## src/rtl/fetch_stage.sv

```systemverilog
// Instruction fetch stage: one-outstanding imem requester feeding the IF/ID register.
// Optional perf counters (fetch_count, stall_count) enabled by FETCH_PERF_COUNT_EN.
module fetch_stage #(
  parameter logic [63:0] RESET_PC = 64'h0
) (
  input  logic        CLOCK,
  input  logic        RESET_N,
  output logic        imem_req_valid,
  input  logic        imem_req_ready,
  output logic [63:0] imem_addr,
  input  logic        imem_resp_valid,
  input  logic [31:0] imem_resp_data,
  input  logic        branch_taken,
  input  logic [63:0] branch_target,
  input  logic        stall,
  input  logic        flush,
  output logic [31:0] outInstruction,
  output logic [63:0] outPC,
  output logic        out_valid
`ifdef FETCH_PERF_COUNT_EN
  ,
  output logic [31:0] fetch_count,
  output logic [31:0] stall_count
`endif
);

  localparam int unsigned XLEN = 64;
  localparam int unsigned ILEN = 32;

  typedef enum logic [1:0] {S_FETCH, S_WAIT, S_HOLD} state_t;

  state_t            r_state;
  state_t            w_next_state;
  logic [XLEN-1:0]   r_pc;
  logic [XLEN-1:0]   r_req_addr;
  logic [ILEN-1:0]   r_buf;
  logic              r_drop;
  logic              r_started;
  logic [ILEN-1:0]   r_out_instr;
  logic [XLEN-1:0]   r_out_pc;
  logic              r_out_valid;

  logic              w_req_fire;
  logic              w_load;
  logic [ILEN-1:0]   w_load_data;
  logic              w_capture;
  logic [XLEN-1:0]   w_pc_next;
  logic              w_drop_next;

  assign w_req_fire     = imem_req_valid & imem_req_ready;
  assign imem_addr      = r_pc;
  assign outInstruction = r_out_instr;
  assign outPC          = r_out_pc;
  assign out_valid      = r_out_valid;

  always_ff @(posedge CLOCK or negedge RESET_N) begin
    if (!RESET_N) r_state <= S_FETCH;
    else          r_state <= w_next_state;
  end

  // A response is always consumed in WAIT so at most one request is ever in flight.
  always_comb begin
    w_next_state = r_state;
    case (r_state)
      S_FETCH: if (w_req_fire) w_next_state = S_WAIT;
      S_WAIT: begin
        if (imem_resp_valid) begin
          if (branch_taken || r_drop || !stall) w_next_state = S_FETCH;
          else                                  w_next_state = S_HOLD;
        end
      end
      S_HOLD: if (branch_taken || !stall) w_next_state = S_FETCH;
      default: w_next_state = S_FETCH;
    endcase
  end

  always_comb begin
    imem_req_valid = 1'b0;
    w_load         = 1'b0;
    w_load_data    = imem_resp_data;
    w_capture      = 1'b0;
    w_pc_next      = r_pc;
    w_drop_next    = r_drop;
    case (r_state)
      S_FETCH: imem_req_valid = r_started & ~stall & ~branch_taken;
      S_WAIT: begin
        if (imem_resp_valid) begin
          if (branch_taken || r_drop) begin
            w_drop_next = 1'b0;
          end else if (stall) begin
            w_capture = 1'b1;
          end else begin
            w_load    = 1'b1;
            w_pc_next = r_req_addr + XLEN'(4);
          end
        end else if (branch_taken) begin
          w_drop_next = 1'b1;
        end
      end
      S_HOLD: begin
        if (!branch_taken && !stall) begin
          w_load      = 1'b1;
          w_load_data = r_buf;
          w_pc_next   = r_req_addr + XLEN'(4);
        end
      end
      default: ;
    endcase
    if (branch_taken) w_pc_next = branch_target;
  end

  always_ff @(posedge CLOCK or negedge RESET_N) begin
    if (!RESET_N) begin
      r_pc       <= RESET_PC;
      r_req_addr <= RESET_PC;
      r_buf      <= '0;
      r_drop     <= 1'b0;
      r_started  <= 1'b0;
    end else begin
      r_pc      <= w_pc_next;
      r_drop    <= w_drop_next;
      r_started <= 1'b1;
      if (w_req_fire) r_req_addr <= r_pc;
      if (w_capture)  r_buf      <= imem_resp_data;
    end
  end

  // IF/ID register: flush beats stall and load; an idle unstalled cycle inserts a bubble.
  always_ff @(posedge CLOCK or negedge RESET_N) begin
    if (!RESET_N) begin
      r_out_valid <= 1'b0;
      r_out_instr <= '0;
      r_out_pc    <= '0;
    end else if (flush) begin
      r_out_valid <= 1'b0;
    end else if (!stall) begin
      r_out_valid <= w_load;
      if (w_load) begin
        r_out_instr <= w_load_data;
        r_out_pc    <= r_req_addr;
      end
    end
  end

`ifdef FETCH_PERF_COUNT_EN
  logic [31:0] r_fetch_count;
  logic [31:0] r_stall_count;

  assign fetch_count = r_fetch_count;
  assign stall_count = r_stall_count;

  always_ff @(posedge CLOCK or negedge RESET_N) begin
    if (!RESET_N) begin
      r_fetch_count <= '0;
      r_stall_count <= '0;
    end else begin
      if (w_load && !flush && !stall) r_fetch_count <= r_fetch_count + 32'd1;
      if (stall)                      r_stall_count <= r_stall_count + 32'd1;
    end
  end
`endif

endmodule

```

## config.mk

```make
export PLATFORM = sky130hd
export DESIGN_NAME = fetch_stage
export DESIGN_NICKNAME = d
export VERILOG_FILES = /design/src/rtl/fetch_stage.sv
export SDC_FILE = /design/constraint.sdc
export NUM_CORES = 1
export LEC_CHECK = 0
export CAP_MARGIN = 10
export CORE_UTILIZATION = 30
export CTS_BUF_LIST = sky130_fd_sc_hd__clkbuf_16
export DETAILED_ROUTE_END_ITERATION = 10
export GPL_ROUTABILITY_DRIVEN = 0
export GPL_TIMING_DRIVEN = 0
export RECOVER_POWER = 50
export SLEW_MARGIN = 20
export SYNTH_ARGS = -nofsm -noshare
export SYNTH_HDL_FRONTEND = slang
export SYNTH_SLANG_ARGS = --single-unit
```

## constraint.sdc

```tcl
create_clock -name CLOCK -period 2.9 [get_ports CLOCK]
set_input_delay 0.58 -clock CLOCK [delete_from_list [all_inputs] [get_ports CLOCK]]
set_output_delay 0.58 -clock CLOCK [all_outputs]
set_load 0.01 [all_outputs]
```

## After elaboration in Yosys (flattened, before gate mapping)

Index checks and enable logic that the tools add are counted.
Widths: inputs -> output; s select.

| storage, ports and cells | value |
|---|---|
| memories | 0 |
| output and inout bits | 162 |
| RAM bits | 0 |
| bits in latches | 0 |
| logic and storage cells | 68 |
| memory bits (read-only) | 0 |
| register bits after elaboration | 261 |
| bits of input ports | 103 |

| cells by class | value |
|---|---|
| reduce and logical (&&, ||, !) cells | 13 |
| bitwise gates (word level) | 6 |
| divide/modulo/power cells | 0 |
| shift operators | 0 |
| mux-type cells | 28 |
| eq/ne operators | 11 |
| add/subtract/negate cells | 1 |
| $mul | 0 |
| $lt $le $gt $ge | 0 |

Operators by type and width:

| kind | number |
|---|---|
| $mux 64 | 5 |
| $pmux 64 s2 | 1 |
| $add 64x3->64 const B | 1 |
| $mux 32 | 2 |
| $mux 1 | 14 |
| $ne 3x3->1 const B | 4 |
| $reduce_and 3->1 | 3 |
| $mux 2 | 4 |
| $ne 2x2->1 const B | 3 |
| $pmux 2 s3 | 1 |
| $reduce_and 5->1 | 1 |
| $ne 2x1->1 const B | 2 |
| $and 1x1->1 | 3 |
| $logic_or 1x1->1 | 3 |
| $not 1->1 | 3 |
| $reduce_bool 3->1 | 1 |
| $eq 2x1->1 const B | 1 |
| $eq 2x2->1 const B | 1 |
| $logic_not 1->1 | 2 |
| $logic_not 2->1 | 1 |
| $pmux 1 s2 | 1 |
| $reduce_bool 2->1 | 1 |
| $logic_and 1x1->1 | 1 |

## Logic depth before layout (Yosys ltp)

| depth | value |
|---|---|
| depth after elaboration | 7 |
| mapped depth | 10 |
| mapped depth without buffers | 8 |

## Worst setup path before layout

Ideal clock, no wire load.

| timing path | value |
|---|---|
| path kind | input to register |
| from | in branch_taken |
| to | reg r_req_addr[13] |
| cell stages on the path | 7 |
| setup time | 0.125 ns |
| path slack | 0.671 ns |
| required time | 2.775 ns |
| path buffers | 3 |
| data arrival time | 2.104 ns |
| cell sequence | clkbuf_1 -> nor2_1 -> and3_1 -> nand2_1 -> clkbuf_1 -> buf_2 -> mux2_2 |

| between the ends | value |
|---|---|
| cells in the longest elaborated chain, start to end | 4 |

RTL lines:

| element | RTL line | text |
|---|---|---|
| from (decl) | 13 | `input logic branch_taken,` |
| $not 1->1 | 85 | `S_FETCH: imem_req_valid = r_started & ~stall & ~branch_taken;` |
| $and 1x1->1 | 85 |  |
| $mux 1 | 84 | `case (r_state)` |
| net imem_req_valid | 8 | `output logic imem_req_valid,` |
| $and 1x1->1 | 50 | `assign w_req_fire = imem_req_valid & imem_req_ready;` |
| to (signal assigned) | 123 | `if (w_req_fire) r_req_addr <= r_pc;` |
| to (decl) | 35 | `logic [XLEN-1:0] r_req_addr;` |

The timed path passes the listed nets, and every way through them passes these cells.
A chain may end at the register's enable or synchronous reset.

## Final worst setup path

| timing path | value |
|---|---|
| from | in stall |
| to | out imem_req_valid |

| between the ends | value |
|---|---|
| cells in the longest elaborated chain, start to end | 4 |

RTL lines:

| element | RTL line | text |
|---|---|---|
| from (decl) | 15 | `input logic stall,` |
| $not 1->1 (no line) | - |  |
| $and 1x1->1 (2 in series) | 85 |  |
| $mux 1 | 84 |  |
| to (decl) | 8 |  |

Every way passes these cells.

==> out/qor.csv <==
stage,metric,value,unit
outcome,status,"finished, final reports clean",
setup_path,max_stage_delay,590,ps
setup_path,startpoint_type,primary input,
setup_path,endpoint_kind,primary output,
clocking,numCtsBuffers,30,
floorplanning,rows,72,
setup_path,slowest_stage,clkdlybuf4s50_1,
pwr,p_per_area,767.0,mW/mm^2
route,wl,37.59,mm
sta,slew_violations,0,
grt,grt-ovfl-total,0,
yosys,synth_top_cell_by_area,dfrtp_1,
sta,whs,472.1,ps
clocking,clk_latency,560,ps
yosys,syn-num-nets,1110,
setup_path,crit_chain,"clkdlybuf4s50_1, nor2_2, and3_1, clkdlybuf4s50_1",
layout,postLayoutCoreUtil,0.4140,
yosys,ys_seq_area_frac,0.5514,
yosys,avgSynthCellArea,11.81,um^2
sta,hold_viol,0,
sta,setup_viol,0,
layout,num_antenna_cells,0,
sta,relSlewSlack,0.2630,
yosys,syn_area,0.01184,mm^2
placement,numPortBuffers,263,
pwr,ir_worst_vdd,0.0004742,V
grt,grt_max_degree,96,
route,dr.pass1.iters,5,
floorplanning,dieArea,0.04028,mm^2
clocking,root_buffer,clkbuf_16,
layout,nets,1409,
clocking,clk_pin_slew_worst_paths,50,ps
clocking,cts.sinks,261,
setup_path,path_class,in -> out,
route,via_count,9031,
sta,timing.fmax,357.1,MHz
clocking,clock_path_buffers,3,
setup_path,worstPathRequired,2320,ps
grt,grt_pass1_wl,57.88,mm
route,drt_iter0_drc,540,
setup_path,reg2reg_slack,140,ps
setup_path,cp_max_fo,7,
route,ant_nets,0,
yosys,netlist_top_cells_area,"dfrtp_1, mux2_2, nand2_1, mux2i_1, o21ai_0",
floorplanning,num_io_pins,265,
yosys,yosys_warnings,0,
setup_path,path_buf_inv,2,
worst_hold_path,hp-class,reg -> reg,
run,drv_cap,0,
sta,period_minus_slack,2801,ps
clocking,htree_levels,1,
placement,hpwlAfterDp,27.36,mm
yosys,syn_inst,1003,
yosys,synth.distinct_cells,52,
grt,antenna_found_initial,1,
setup_path,arrival,2220,ps
clocking,cts_tree,built,
layout,drive_gt1_frac,0.1804,
pwr,p_leak,7.178,nW
placement,dp_cells,1787,
layout,area_delta_synth_final,35.72,%
sta,fin_worst_skew,12.23,ps
layout,stdcell_count,1843,
floorplanning,die_w,200.7,um
floorplanning,coreArea,0.03883,mm^2
floorplanning,die_h,200.7,um
yosys,synth-seq-cells,261,
sta,tightestPinTransition,1106,ps
floorplanning,start_util,0.3050,
yosys,yosysTopAreaCellShare,0.5514,
sta,fin_crit_sh,0.9657,
route,route.detailed.drc,0,
grt,grt_pass1_vias,9264,
route,wl_per_cell,20.40,um
sta,rsz0062_at_grt,no,
grt,grt.total_usage,0.1861,
setup_path,crit_top_cell,clkdlybuf4s50_1,
clocking,cts_setup_buffers,0,
setup_path,cpLargestDelayFamily,buffers and inverters,
route,drt-vias-per-instance,4.900,
==> Yosys cell counts, drive strengths merged <==
library cell / n
ha: 4
o31ai: 6
a41o: 1
nand3b: 1
nand2: 138
clkbuf: 35
nand4: 24
nand3: 18
nand2b: 2
a32oi: 1
o31a: 2
o221ai: 23
and3b: 1
and4: 5
dfrtp: 261
xnor2: 35
nor2: 28
a21o: 2
or2: 2
a31o: 1
buf: 25
and3: 19
nor3: 11
conb: 1
a311oi: 1
a31oi: 3
a21boi: 1
and2: 4
xor2: 20
mux2: 158
inv: 8
a21oi: 18
o21ai: 69
nor2b: 2
o21a: 2
nor3b: 2
nor4: 12
nand4b: 2
nor4b: 1
mux2i: 51
or3: 3
==> cell families after synthesis <==
kind of cell | count (synthesis) | share of synthesized area
compound gates | 130 | 0.06687
xor+xnor | 55 | 0.04067
fa+ha+maj | 4 | 0.004226
buf+inv | 68 | 0.02535
flops | 261 | 0.5514
mux | 209 | 0.1933
other cells | 1 | 0.0003166
simple gates | 275 | 0.1178
==> flip-flops by register name, indices dropped and copies added (netlist names) <==
register and count:
outPC 64, r_started 1, outInstruction 32, r_req_addr 64
r_buf 32, out_valid 1, imem_addr 64, r_drop 1
r_state 2
==> tightest hold or removal path, stage by stage, from the launching register on <==
cell	delay [ps]
dfrtp_1	330
nand2_1	50
o21ai_0	60
==> cell usage in the layout (no fill, tap or decap), types with 3 or more instances in the layout <==
cell	instances
nand2_1	137
and2_1	4
clkdlybuf4s50_1	184
clkbuf_2	3
xor2_1	20
clkinvlp_4	3
or3_1	3
o221ai_1	23
nor4_1	8
clkbuf_16	31
clkinv_2	3
nor2_1	27
o21ai_0	69
mux2_2	158
a31oi_1	3
dlygate4sd3_1	79
a21oi_1	18
buf_2	21
and3_1	19
dfrtp_1	261
mux2i_1	51
o31ai_1	6
clkbuf_1	32
nor3_1	8
nand4_1	22
xnor2_1	35
ha_1	4
inv_1	19
buf_6	4
clkinv_1	7
and4_1	5
nand3_1	18
==> layer usage <==
layer  up-vias  GRT usage  share of wire
met5         -          0              0
met4         0    0.05562          0.024
met3        58    0.03231          0.053
met2       287     0.2986           0.46
met1      4516     0.2565           0.46
li1       4170          -              -
==> per-stage QoR <==
stage / power (mW) / cell area (um^2) / setup slack, ps / TNS [ps]
2_1_floorplan: 7.308 / 11840 / 671.1 / 0
3_3_place_gp: 9.016 / 15120 / -10520 / -2821920
3_5_place_dp: 9.109 / 15210 / -781.2 / -89400
4_1_cts: 12.59 / 16110 / 45.03 / 0
5_1_grt: 13.05 / 16070 / 14.02 / 0
6_report: 12.33 / 16070 / 99.37 / 0
==> layout make-up <==
type,count,area [um^2]
fill,3766,22750
sequential,261,6531
multi-input combinational,674,5017
timing repair buffer,267,2688
clock buffer,31,775.7
tap,518,648.1
buffer,60,279.0
clock inverter,24,105.1
inverter,8,30.03
==> worst paths after layout <==
check / start / depth (start not counted) / end
max in group asynchronous: RESET_N / 4 / imem_addr[7]
setup / recovery: stall / 4 / imem_req_valid
hold reg to reg: outInstruction[10] / 2 / outInstruction[10]
min in group asynchronous: RESET_N / 2 / outPC[61]
hold / removal: outInstruction[10] / 2 / outInstruction[10]
setup reg to reg: r_req_addr[2] / 8 / imem_addr[46]
==> power by group <==
group / total (mW) / internal, mW / leakage [nW] / switching [mW]
registers: 5.76 / 4.68 / 3.38 / 1.08
clock network: 3.40 / 1.91 / 0.464 / 1.49
logic: 3.17 / 1.82 / 3.33 / 1.34
==> timing repair <==
action	CTS	global route
hold endpoints to repair	40	0
hold buffers	1	0
setup endpoints to repair	99	127
gates resized for setup	2	6
Note: power is estimated with default switching activity, not from simulation.
